[src/rtl/tdm_demux_pkg.sv]
// tdm_demux_pkg
//   Definitions shared by the TDM receive path and its matching sender:
//   FSM state encodings and the default frame geometry.
package tdm_demux_pkg;

  // Default geometry; the tdm_mux sender picks up the same values.
  localparam int N_CH_DEF = 4;
  localparam int W_DEF    = 8;

  typedef enum logic {
    ST_HUNT   = 1'b0,
    ST_LOCKED = 1'b1
  } tdm_state_e;

endpackage

[src/rtl/tdm_demux_if.sv]
// tdm_demux_if
//   Serial sample bus of the TDM link.
//   din        : one channel sample per valid beat
//   din_valid  : din carries a sample this cycle
//   frame_sync : qualified by din_valid, marks the channel-0 sample
//   master modport drives the bus (sender), slave modport receives it.
interface tdm_demux_if
  import tdm_demux_pkg::*;
#(
  parameter int W = W_DEF
) ();

  logic [W-1:0] din;
  logic         din_valid;
  logic         frame_sync;

  modport master (output din, output din_valid, output frame_sync);
  modport slave  (input  din, input  din_valid, input  frame_sync);

endinterface

[src/rtl/tdm_ch_counter.sv]
// tdm_ch_counter
//   Channel index counter for the TDM demux.
//   clk   : clock
//   clear : synchronous clear to 0 (highest priority)
//   load1 : load 1 (the sample just taken was channel 0)
//   inc   : advance, wrapping N_CH-1 -> 0
//   cnt   : channel index of the next sample
//   wrap  : cnt currently equals N_CH-1
module tdm_ch_counter
  import tdm_demux_pkg::*;
#(
  parameter  int N_CH = N_CH_DEF,
  localparam int CW   = $clog2(N_CH)
) (
  input  logic          clk,
  input  logic          clear,
  input  logic          load1,
  input  logic          inc,
  output logic [CW-1:0] cnt,
  output logic          wrap
);

  localparam logic [CW-1:0] LAST = CW'(N_CH - 1);

  logic [CW-1:0] cnt_q;
  logic [CW-1:0] cnt_d;

  always_comb begin
    cnt_d = cnt_q;
    if (clear) begin
      cnt_d = '0;
    end else if (load1) begin
      cnt_d = CW'(1);
    end else if (inc) begin
      cnt_d = (cnt_q == LAST) ? '0 : cnt_q + 1'b1;
    end
  end

  always_ff @(posedge clk) begin
    cnt_q <= cnt_d;
  end

  assign cnt  = cnt_q;
  assign wrap = (cnt_q == LAST);

endmodule

[src/rtl/tdm_demux.sv]
// tdm_demux
//   Receive end of a TDM link. Locks to frame_sync, steers each valid
//   sample into its channel register, snapshots every complete frame and
//   flags a frame_sync that arrives mid-frame.
//   clk        : clock, all state on rising edge
//   rst_n      : synchronous active-low reset
//   bus        : serial sample bus (slave side)
//   dout       : live channel registers, channel k in [k*W +: W]
//   ch_valid   : one-hot pulse, channel register written on last edge
//   frame_q    : snapshot of the last complete frame
//   frame_done : pulse, frame_q updated
//   sync_err   : pulse, frame_sync seen with ch_cnt != 0 while locked
//   locked     : FSM is in LOCKED
//   ch_cnt     : channel index of the next sample
module tdm_demux
  import tdm_demux_pkg::*;
#(
  parameter  int N_CH = N_CH_DEF,
  parameter  int W    = W_DEF,
  localparam int CW   = $clog2(N_CH)
) (
  input  logic              clk,
  input  logic              rst_n,
  tdm_demux_if.slave        bus,
  output logic [N_CH*W-1:0] dout,
  output logic [N_CH-1:0]   ch_valid,
  output logic [N_CH*W-1:0] frame_q,
  output logic              frame_done,
  output logic              sync_err,
  output logic              locked,
  output logic [CW-1:0]     ch_cnt
);

  tdm_state_e          state_q, state_d;
  logic [N_CH*W-1:0]   dout_q, dout_d;
  logic [N_CH-1:0]     ch_valid_q, ch_valid_d;
  logic [N_CH*W-1:0]   frame_q_q, frame_q_d;
  logic                frame_done_q, frame_done_d;
  logic                sync_err_q, sync_err_d;

  logic                cnt_load1;
  logic                cnt_inc;
  logic                cnt_wrap;

  // Reset doubles as the counter clear so the index restarts with the FSM.
  tdm_ch_counter #(.N_CH(N_CH)) u_cnt (
    .clk   (clk),
    .clear (~rst_n),
    .load1 (cnt_load1),
    .inc   (cnt_inc),
    .cnt   (ch_cnt),
    .wrap  (cnt_wrap)
  );

  always_comb begin
    state_d      = state_q;
    dout_d       = dout_q;
    ch_valid_d   = '0;
    frame_q_d    = frame_q_q;
    frame_done_d = 1'b0;
    sync_err_d   = 1'b0;
    cnt_load1    = 1'b0;
    cnt_inc      = 1'b0;

    if (bus.din_valid) begin
      if (bus.frame_sync) begin
        // Sync always realigns to channel 0; in LOCKED a nonzero index means
        // the partial frame is abandoned without touching frame_q.
        dout_d[0 +: W] = bus.din;
        ch_valid_d[0]  = 1'b1;
        cnt_load1      = 1'b1;
        sync_err_d     = (state_q == ST_LOCKED) && (ch_cnt != '0);
        state_d        = ST_LOCKED;
      end else if (state_q == ST_LOCKED) begin
        dout_d[ch_cnt*W +: W] = bus.din;
        ch_valid_d[ch_cnt]    = 1'b1;
        cnt_inc               = 1'b1;
        if (cnt_wrap) begin
          // Snapshot must include the sample arriving this cycle.
          frame_q_d                  = dout_q;
          frame_q_d[(N_CH-1)*W +: W] = bus.din;
          frame_done_d               = 1'b1;
        end
      end
    end
  end

  always_ff @(posedge clk) begin
    if (!rst_n) begin
      state_q      <= ST_HUNT;
      dout_q       <= '0;
      ch_valid_q   <= '0;
      frame_q_q    <= '0;
      frame_done_q <= 1'b0;
      sync_err_q   <= 1'b0;
    end else begin
      state_q      <= state_d;
      dout_q       <= dout_d;
      ch_valid_q   <= ch_valid_d;
      frame_q_q    <= frame_q_d;
      frame_done_q <= frame_done_d;
      sync_err_q   <= sync_err_d;
    end
  end

  assign dout       = dout_q;
  assign ch_valid   = ch_valid_q;
  assign frame_q    = frame_q_q;
  assign frame_done = frame_done_q;
  assign sync_err   = sync_err_q;
  assign locked     = (state_q == ST_LOCKED);

endmodule

[src/flat_wrapper.sv]
// flat-port wrapper written by rule: the top's interface ports become plain ports
module tdm_demux_flat import tdm_demux_pkg::*;
#(
  parameter  int N_CH = N_CH_DEF,
  parameter  int W    = W_DEF,
  localparam int CW   = $clog2(N_CH)
)
  (clk, rst_n, dout, ch_valid, frame_q, frame_done, sync_err, locked, ch_cnt, bus_din, bus_din_valid, bus_frame_sync);
  tdm_demux_if #(.W(W)) bus_i ();
  input  logic clk;
  input  logic rst_n;
  output logic [N_CH*W-1:0] dout;
  output logic [N_CH-1:0] ch_valid;
  output logic [N_CH*W-1:0] frame_q;
  output logic frame_done;
  output logic sync_err;
  output logic locked;
  output logic [CW-1:0] ch_cnt;
  input wire logic [$bits(bus_i.din)-1:0] bus_din;
  input wire logic [$bits(bus_i.din_valid)-1:0] bus_din_valid;
  input wire logic [$bits(bus_i.frame_sync)-1:0] bus_frame_sync;
  assign bus_i.din = bus_din;
  assign bus_i.din_valid = bus_din_valid;
  assign bus_i.frame_sync = bus_frame_sync;
  tdm_demux #(.N_CH(N_CH), .W(W)) u_core (.clk(clk), .rst_n(rst_n), .bus(bus_i), .dout(dout), .ch_valid(ch_valid), .frame_q(frame_q), .frame_done(frame_done), .sync_err(sync_err), .locked(locked), .ch_cnt(ch_cnt));
endmodule
[config.mk]
export PLATFORM = sky130hd
export DESIGN_NAME = tdm_demux_flat
export DESIGN_NICKNAME = d
export VERILOG_FILES = /design/src/rtl/tdm_demux_pkg.sv /design/src/rtl/tdm_demux_if.sv /design/src/rtl/tdm_ch_counter.sv /design/src/rtl/tdm_demux.sv /design/src/flat_wrapper.sv
export SDC_FILE = /design/constraint.sdc
export NUM_CORES = 1
export LEC_CHECK = 0
export BUFFER_PORTS_ARGS = -buffer_cell sky130_fd_sc_hd__buf_2
export CORE_ASPECT_RATIO = 1.4
export CORE_MARGIN = 3
export CORE_UTILIZATION = 47
export DETAILED_ROUTE_END_ITERATION = 8
export PLACE_DENSITY = 0.74
export SYNTH_ARGS = -nofsm -noshare
export SYNTH_HDL_FRONTEND = slang
export SYNTH_SLANG_ARGS = --single-unit
[constraint.sdc]
create_clock -name clk -period 2.1 [get_ports clk]
set_input_delay 0.42 -clock clk [delete_from_list [all_inputs] [get_ports clk]]
set_output_delay 0.42 -clock clk [all_outputs]
set_load 0.02 [all_outputs]
==> metrics.md, run 1 <==
| Metric | Value |
|---|---|
| Outcome | `finished clean` |
| Area Growth Syn to Fin | `22.9%` |
| Die width | `73.4 um` |
| Post-synth top area cell | `dfxtp_1` |
| Setup TNS | `0 ns` |
| Share of power burned in registers | `47.2%` |
| Final Net Count | `433` |
| Net switching fraction of the power | `23.1%` |
| Syn Area/Cell | `8.89 sq um` |
| Busiest layer in global routing | `met2` |
| Max_slew headroom | `57.2%` |
| Sequential area share after synthesis | `48.2%` |
| Setup violations, final | `0` |
| Initial antenna violation count | `0` |
| Hold_buf cts | `0` |
| Row cnt | `33` |
| Wire length per cell | `15.5 um` |
| Crit path launch type | `flip-flop` |
| DR vias | `2625` |
| Post-synth top area share | `48.2%` |
| Tightest Hold Check Type | `in2reg` |
| CTS root buf | `clkbuf_8` |
| Num CTS Buffers | `9` |
| WP data required | `2.37 ns` |
| Core box area | `6030 sq um` |
| Gr usage total | `21.9%` |
| H-tree Lvls | `3` |
| Grt ovf | `0` |
| FF-to-FF Start | `u_core.u_cnt.cnt[1]` |
| IO Pins | `85` |
| Post-Syn Area | `2990 sq um` |
| Post-DP HPWL | `5.12 mm` |
| Die area | `7360 sq um` |
| Min Tclk post-route | `1.83 ns` |
| Mapped Nets | `356` |
| Met2 Use GR | `34.4%` |
| P_leak | `1.56 nW` |
| Post-route ant nets | `0` |
| Pin count of the biggest net entering global routing | `67` |
| Worst EP arrival | `2.10 ns` |
| Max-Cap Viols | `0` |
| Yosys warns | `0` |
| Clk_lat worst skew | `0.35 ns` |
| Number of synthesized register bits | `72` |
| Reg2reg setup slack | `0.27 ns` |
| CTS clk-pin slew, worst paths | `0.08 ns` |
| Die Height | `100 um` |
| Final clock skew | `0.00546 ns` |
| DRT Pass-1 Iters | `4` |
| 1st-iter DRT viols | `129` |
| Hold slack final | `0.382 ns` |
| Met1 Usage GRT | `28.2%` |
| TritonCTS Sinks | `72` |
| GRT met3 Usage | `4.51%` |
| Combinational share of power | `6.4%` |
| Library cells used by synthesis | `29` |
| WHS Endpoint | `u_core.frame_q[24]` |
| Reg2reg path depth | `6` |
| Initial Util | `49.6%` |
| Vias in the first global route | `2561` |
| Crit path kind | `reg2reg` |
| Critical path fanouts, max | `8` |
| CTS max path bufs | `2` |
| Critical path capture point type | `flip-flop` |
| R2R Path End | `u_core.dout[22]` |
| Share of post-route cells with drive strength above 1 | `27.0%` |
| DR DRC count | `0` |
| Port Buf Inserts | `84` |
| Commonest cells after routing, fill and taps aside | `nand2_1, buf_2, dfxtp_1` |
| GP Congestion | `0.825` |
| Power density cells | `804 nW/um^2` |
| Hold Vio Cnt, Final | `0` |
| FMAX | `547 MHz` |
| Internal Pwr Total | `2.27 mW` |
| Via density | `5.38` |
| Commonest non-fill, non-tap cell in the layout | `nand2_1` |
| RSZ-0062 raised after global routing | `false` |
| Worst-Margin Slew | `0.641 ns` |
| HP Start | `bus_din[0]` |
| Switching pwr | `0.681 mW` |
| First-pass GRT wire length | `12.6 mm` |
| N_diodes | `0` |
| CTS tree | `done` |
| Max Slew Vio Count | `0` |
| Clk network pwr share | `46.4%` |
| Worst VDD drop | `445 uV` |
| Syn Inst Count | `336` |
| Final wirelength | `7.58 mm` |
| Tcrit/Tclk final | `87.0%` |
| Largest cells by area after synthesis | `dfxtp_1, nand2_1, a21boi_1, a21boi_0, nand3_1` |
| Hold Crit Depth | `3` |
-- cell usage after synthesis --
cell	count
a21boi_0	19
a21boi_1	33
a21o_2	1
a21oi_1	3
a21oi_2	1
a31oi_1	2
and2_1	1
and2b_1	1
and4_1	2
and4b_1	5
buf_2	6
buf_4	8
buf_6	2
clkbuf_1	8
clkbuf_2	1
dfxtp_1	72
ha_1	8
inv_1	4
nand2_1	91
nand3_1	22
nand4_1	12
nand4b_1	3
nand4b_2	1
nor2_1	2
nor2b_1	3
nor3_1	1
nor3b_4	2
o211ai_1	8
o21ai_0	14
-- layout make-up --
type / count / area [sq um]
fillers: 546 / 2360
multi-input cells: 235 / 1390
repair buffers: 91 / 485
clock inverters: 6 / 115
clock buffers: 10 / 138
well taps: 70 / 87.6
inverters: 4 / 15.0
flip-flops and latches: 72 / 1440
-- per-layer routing --
| metal | share of wire [%] | wire (um) |
|---|---|---|
| met5 | 0 | 0 |
| met4 | 2.0 | 155 |
| met3 | 5.6 | 426 |
| met2 | 51 | 3830 |
| met1 | 42 | 3170 |
-- worst max-delay path by stage --
stage                     slack, ns                 from               to
final                          0.27  u_core.u_cnt.cnt[1]  u_core.dout[22]
after global routing           0.06  u_core.u_cnt.cnt[1]  u_core.dout[19]
after CTS                      0.20  u_core.u_cnt.cnt[1]   u_core.dout[5]
after detailed placement       0.18  u_core.u_cnt.cnt[1]   u_core.dout[7]
after global placement         0.30  u_core.u_cnt.cnt[1]   u_core.dout[5]
after floorplan                0.16  u_core.u_cnt.cnt[0]   u_core.dout[0]
-- per-stage QoR --
stage / setup slack (ns) / total power, mW / std cells / instance area (sq um) / util, %
final: 0.272 / 2.95 / 488 / 3670 / 60.9
after global placement: 0.301 / 1.60 / 471 / 3410 / 56.5
after global routing: 0.0616 / 3.04 / 488 / 3670 / 60.9
after CTS: 0.201 / 2.95 / 487 / 3660 / 60.7
after detailed placement: 0.177 / 1.61 / 471 / 3410 / 56.5
after floorplan: 0.162 / 1.54 / 336 / 2990 / -
-- sequential cells by signal, summed over array words and instances, names as in the netlist --
name / count
u_core.frame_done: 1
u_core.ch_valid: 3
u_core.dout: 32
u_core.sync_err: 1
u_core.u_cnt.cnt: 2
u_core.frame_q: 32
u_core.locked: 1
-- logic make-up after synthesis --
group	Yosys count	share of synthesized area (%)
and+or+nand+nor	146	24.0
AOI/OAI and AO/OA	81	18.9
DFF	72	48.2
buffers and inverters	29	5.44
adders and majority gates	8	3.35
-- critical path: stages, from the launching register on --
cell and delay (ns):
dfxtp_1 0.45, inv_1 0.13, ha_1 0.48, nor3b_4 0.24
buf_4 0.18, nand3_1 0.08, a21boi_0 0.19
-- power by group through the flow --
stage | clock (mW) | sequential, mW | combinational (mW)
floorplan | 0 | 1.44 | 0.108
global placement | 0 | 1.42 | 0.180
detailed placement | 0 | 1.42 | 0.183
CTS | 1.38 | 1.39 | 0.184
global route | 1.44 | 1.39 | 0.207
finish | 1.37 | 1.39 | 0.189
-- timing repair --
| item | 4_1_cts | 5_1_grt |
|---|---|---|
| endpoints found under the hold margin | 0 | 0 |
| setup buffers | 0 | 1 |
| resized for setup | 0 | 1 |
| endpoints found under the setup margin | 0 | 9 |
Note: power is estimated with default switching activity, not from simulation.
==> run 2: changes to the inputs <==
Settings changed: ABC_AREA set to 1.
==> run 2 against run 1 <==
  * Count of clock-buffer cells in the layout did not move
  * Worst setup slack got worse by 0.059 ns
  * Non-clock buffer count fell by 3
==> metrics.md, run 2 <==
| Metric | Value |
|---|---|
| Row cnt | `33` |
| Commonest cells after routing, fill and taps aside | `nand2_1, nor2_1, buf_2` |
| Worst EP arrival | `2.17 ns` |
| Worst-Margin Slew | `0.727 ns` |
| Syn Area/Cell | `7.20 sq um` |
| Hold Crit Depth | `3` |
| Post-Syn Area | `2970 sq um` |
| Crit path launch type | `flip-flop` |
| DR DRC count | `0` |
| TritonCTS Sinks | `72` |
| Final clock skew | `0.00969 ns` |
| Most instantiated library cell after synthesis | `nand2_1` |
| Core box area | `5990 sq um` |
| Yosys warns | `0` |
| Syn Inst Count | `412` |
| P_leak | `1.74 nW` |
| Area Growth Syn to Fin | `22.4%` |
| Pin count of the biggest net entering global routing | `35` |
| Num CTS Buffers | `9` |
| Non-Filler Instances | `568` |
| Die width | `73.1 um` |
| First-pass GRT wire length | `12.2 mm` |
| Dpl cells | `553` |
| DRT Pass-1 Iters | `4` |
| CTS max path bufs | `2` |
| Setup violations, final | `0` |
| Share of post-route cells with drive strength above 1 | `21.5%` |
| Reg2reg path depth | `8` |
| Outcome | `finished clean` |
| Min Tclk post-route | `1.89 ns` |
| Finished Cell Area | `3630 sq um` |
| DR vias | `2824` |
| Port Buf Inserts | `84` |
| Layout fillers | `584` |
| GP Congestion | `0.898` |
| Clk_lat worst skew | `0.35 ns` |
| Library cells used by synthesis | `22` |
| N_diodes | `0` |
| Wire length per cell | `13.0 um` |
| Hold_buf cts | `0` |
| Crit path kind | `reg2reg` |
| Sequential area share after synthesis | `48.6%` |
| Post-synth top area cell | `dfxtp_1` |
| Post-synth EDFFs | `0` |
| Initial Util | `49.6%` |
| Placed instance area | `3410 sq um` |
| Hold Vio Cnt, Final | `0` |
| Max Slew Vio Count | `0` |
| Max_slew headroom | `51.5%` |
| Largest cells by area after synthesis | `dfxtp_1, nand2_1, nor2_1, o21ai_0, nand3_1` |
| Reg2reg setup slack | `0.21 ns` |
| CTS clk-pin slew, worst paths | `0.08 ns` |
| Gr usage total | `21.3%` |
| Initial antenna violation count | `0` |
| Commonest cells in the synthesized netlist | `nand2_1, nor2_1, dfxtp_1` |
| Number of synthesized register bits | `72` |
| Tcrit/Tclk final | `89.8%` |
| IO Pins | `85` |
| Worst VDD drop | `395 uV` |
| Post-route ant nets | `0` |
| Post-CTS Setup Repair Bufs | `0` |
| Grt ovf | `0` |
| Critical path capture point type | `flip-flop` |
| Post-DP HPWL | `5.19 mm` |
| RSZ-0062 raised after global routing | `false` |
| Final Net Count | `514` |
| Commonest non-fill, non-tap cell in the layout | `nand2_1` |
| Via density | `4.97` |
| Mapped Nets | `432` |
| Total chip power | `2.84 mW` |
| Critical path fanouts, max | `9` |
| Die Height | `100 um` |
| 1st-iter DRT viols | `134` |
| Tightest Hold Check Type | `in2reg` |
| CTS root buf | `clkbuf_8` |
| Max-Cap Viols | `0` |
| Main synth FF type | `dfxtp_1` |
| H-tree Lvls | `3` |
| Cts repair resizes | `0` |
| FMAX | `530 MHz` |
| Final wirelength | `7.36 mm` |
| Die area | `7310 sq um` |
| Vias in the first global route | `2574` |
| CTS tree | `done` |
| Async S/R FF share, synth | `0%` |
| Post-synth top area share | `48.6%` |
| Setup TNS | `0 ns` |
| Power density cells | `782 nW/um^2` |
| WP data required | `2.38 ns` |
==> run 2: cell types whose count changed after synthesis, moves of 9 or more <==
cell,previous run,this run
nor2_1,2,97
a21boi_1,33,0
inv_1,4,27
a21boi_0,19,0
o21ai_0,14,32
a21oi_1,3,19
nand4_1,12,1
nand2_1,91,100
==> run 2: cells by family (layout without fill, tap and decap cells) <==
kind of cell	count (synthesis)	after routing	share of synthesized area [%]
AO/OA/AOI/OAI	51	51	8.60
adder cells (fa/ha/maj)	8	8	3.37
buffers and inverters	46	132	6.83
flip-flops	72	72	48.6
AND/OR/NAND/NOR	235	235	32.6
==> run 2: per-stage QoR <==
| step | hold slack (ns) | setup slack (ns) | util, % |
|---|---|---|---|
| finish | 0.367 | 0.214 | 60.6 |
| global route | 0.380 | 0.00659 | 60.6 |
| CTS | 0.363 | 0.219 | 60.6 |
| detailed placement | 0.466 | 0.240 | 57.0 |
| global placement | 0.456 | 0.380 | 57.0 |
| floorplan | 0.554 | 0.0509 | - |
==> run 2: routing by layer <==
layer / vias to the layer above / GRT usage [%] / part of all wire, %
met1: 1244 / 24.1 / 40
met3: 22 / 5.31 / 6.6
met2: 101 / 35.8 / 49
met4: 0 / 11.6 / 3.7
li1: 1457 / - / -
met5: - / 0 / 0
==> run 2: power by group <==
part           internal, mW  switching [mW]  total (mW)
Sequential             1.38          0.0122        1.40
Combinational        0.0727           0.174       0.246
Clock                 0.694           0.504        1.20
==> run 2: final timing paths <==
kind	start	to
worst max-delay path	u_core.u_cnt.cnt[1]	u_core.dout[22]
worst min-delay path	bus_din_valid	u_core.ch_valid[0]
worst max register to register	u_core.u_cnt.cnt[1]	u_core.dout[22]
worst min register to register	u_core.frame_q[12]	u_core.frame_q[12]
==> run 2: cell type report <==
type | instances | area (sq um) | share of cell area [%]
flip-flops and latches | 72 | 1440 | 39.7
multi-input cells | 294 | 1320 | 36.4
repair buffers | 88 | 450 | 12.4
clock buffers | 10 | 138 | 3.79
inverters | 29 | 109 | 3.00
well taps | 70 | 87.6 | 2.41
clock inverters | 5 | 81.3 | 2.24
==> run 2: worst max-delay path, stage by stage, from the launching register on <==
cell and delay, ns:
dfxtp_1 0.45, inv_1 0.13, ha_1 0.37, clkinv_1 0.27, nor2_4 0.26, nand3_1 0.10
nand2_1 0.07, nand2_1 0.05, nor2_1 0.12
==> run 3: changes to the inputs <==
Settings changed: CORE_UTILIZATION 47 to 46, PLACE_DENSITY 0.74 to 0.76, REMOVE_ABC_BUFFERS set to 1.
Clock period 2.1 ns to 1.58 ns, I/O delays scaled along.
==> run 3 against run 2 <==
  * Count of clock-buffer cells in the layout is 2 higher
  * Register-to-register slack worse by 0.07 ns
  * Via count is 0.21% lower
  * Clock power is 17% higher
  * Fmax is 31% higher
  * Core utilization is 1.2 points lower
  * Non-clock buffer count is 9 higher
  * Global-route usage is 0.27 points lower
  * Largest cell class unchanged
==> metrics.md, run 3 (synthesized netlist as in run 2, its figures left out) <==
| Metric | Value |
|---|---|
| Outcome | `finished clean` |
| Crit path launch type | `flip-flop` |
| CTS clk-pin slew, worst paths | `0.07 ns` |
| Clk_lat worst skew | `0.34 ns` |
| Initial antenna violation count | `0` |
| CTS root buf | `clkbuf_8` |
| Row cnt | `34` |
| Gr usage total | `21.0%` |
| Worst VDD drop | `623 uV` |
| Tcrit/Tclk final | `91.0%` |
| CTS max path bufs | `2` |
| Final wirelength | `7.19 mm` |
| Die Height | `101 um` |
| Share of post-route cells with drive strength above 1 | `23.3%` |
| DR DRC count | `0` |
| Final Net Count | `523` |
| Reg2reg path depth | `8` |
| Post-route ant nets | `0` |
| Setup TNS | `0 ns` |
| Commonest non-fill, non-tap cell in the layout | `nand2_1` |
| CP peak stage delay | `0.34 ns` |
| Buf/Inv on CP | `3` |
| Largest delay share family, worst path | `buffers and inverters` |
| Worst-Margin Slew | `0.376 ns` |
| RSZ-0062 raised after global routing | `false` |
| Post-CTS Setup Repair Bufs | `0` |
| Slowest CP cell | `dfxtp_2` |
| Area Growth Syn to Fin | `25.3%` |
| Num CTS Buffers | `9` |
| Port Buf Inserts | `84` |
| CP Depth | `8` |
| CP cell instances | `inv_1 > buf_6 > ha_1 > nand3_1 > buf_4 > nand3b_1 > nand2_1 > a21oi_1` |
| P_leak | `1.78 nW` |
| FMAX | `695 MHz` |
| IO Pins | `85` |
| Grt ovf | `0` |
| Cts repair resizes | `0` |
| Min Tclk post-route | `1.44 ns` |
| Wire length per cell | `12.4 um` |
| Layout fillers | `594` |
| Worst EP arrival | `1.71 ns` |
| Max Slew Vio Count | `0` |
| Post-DP HPWL | `5.14 mm` |
| Final clock skew | `0.00649 ns` |
| 1st-iter DRT viols | `155` |
| Pin count of the biggest net entering global routing | `33` |
| Critical path fanouts, max | `13` |
| Via density | `4.87` |
| Initial Util | `47.4%` |
| Max_slew headroom | `74.9%` |
| Vias in the first global route | `2721` |
| CTS tree | `done` |
| FF-to-FF Start | `u_core.u_cnt.cnt[0]` |
| Critical Path Source | `u_core.u_cnt.cnt[0]` |
| DRT Pass-1 Iters | `5` |
| Hold Vio Cnt, Final | `0` |
| WP data required | `1.86 ns` |
| Setup violations, final | `0` |
| Die width | `73.9 um` |
| Critical path capture point type | `flip-flop` |
| Die area | `7460 sq um` |
| DR vias | `2818` |
| Power density cells | `971 nW/um^2` |
| Tightest Hold Check Type | `in2reg` |
| Reg2reg setup slack | `0.14 ns` |
| GP Congestion | `0.908` |
| CP endpoint | `u_core.dout[0]` |
| Core box area | `6250 sq um` |
| N_diodes | `0` |
| First-pass GRT wire length | `12.3 mm` |
| Max-Cap Viols | `0` |
| Commonest cells after routing, fill and taps aside | `nand2_1, nor2_1, buf_2` |
| H-tree Lvls | `3` |
| Total chip power | `3.61 mW` |
| Crit path kind | `reg2reg` |
| TritonCTS Sinks | `72` |
| R2R Path End | `u_core.dout[0]` |
| Hold_buf cts | `0` |
run 3: per-layer routing:
layer  vias to the layer above  GRT usage, %  part of all wire (%)  wire length, um
met2                        71          36.7                    51             3640
li1                       1472             -                     -                -
met1                      1263          24.2                    42             3030
met4                         0          11.3                   2.4              171
met3                        12          2.69                   4.8              342
met5                         -             0                     0                0
run 3: through the flow:
step                area, sq um  utilization (%)  instances  hold slack, ns  setup WS [ns]
floorplan                  2870                -        395           0.436         -0.642
global placement           3510             56.1        564           0.456         0.0998
detailed placement         3510             56.1        564           0.467         0.0377
CTS                        3690             59.1        579           0.264         0.0257
global route               3720             59.5        579           0.290        0.00105
finish                     3720             59.5        579           0.270          0.142
run 3: how the worst min path moves through the flow:
stage,start,endpoint,slack [ns],cells past startpoint
after floorplan,rst_n,u_core.dout[22],0.44,2
after global placement,u_core.frame_q[17],u_core.frame_q[17],0.46,2
after detailed placement,u_core.frame_q[14],u_core.frame_q[14],0.47,2
after CTS,bus_din[3],u_core.dout[3],0.26,3
after global routing,bus_din[6],u_core.dout[6],0.29,3
final,bus_din[3],u_core.dout[3],0.27,3
run 3: power breakdown:
group          internal [mW]  switching (mW)  leakage, nW
combinational          0.124           0.231         1.10
sequential              1.84          0.0186        0.582
clock                  0.762           0.634       0.0925
run 3: final cells by class:
type,instances,area [sq um],area share (%)
multi-input cells,294,1340,36.0
clock inverters,3,42.5,1.14
flip-flops and latches,72,1440,38.8
repair buffers,97,547,14.7
inverters,29,111,2.99
well taps,72,90.1,2.42
clock buffers,12,145,3.90
run 3: worst register-to-register path: stages, from the launching register on:
cell and delay, ns:
dfxtp_2 0.34, inv_1 0.13, buf_6 0.17, ha_1 0.19, nand3_1 0.10, buf_4 0.18, nand3b_1 0.09, nand2_1 0.06
a21oi_1 0.12
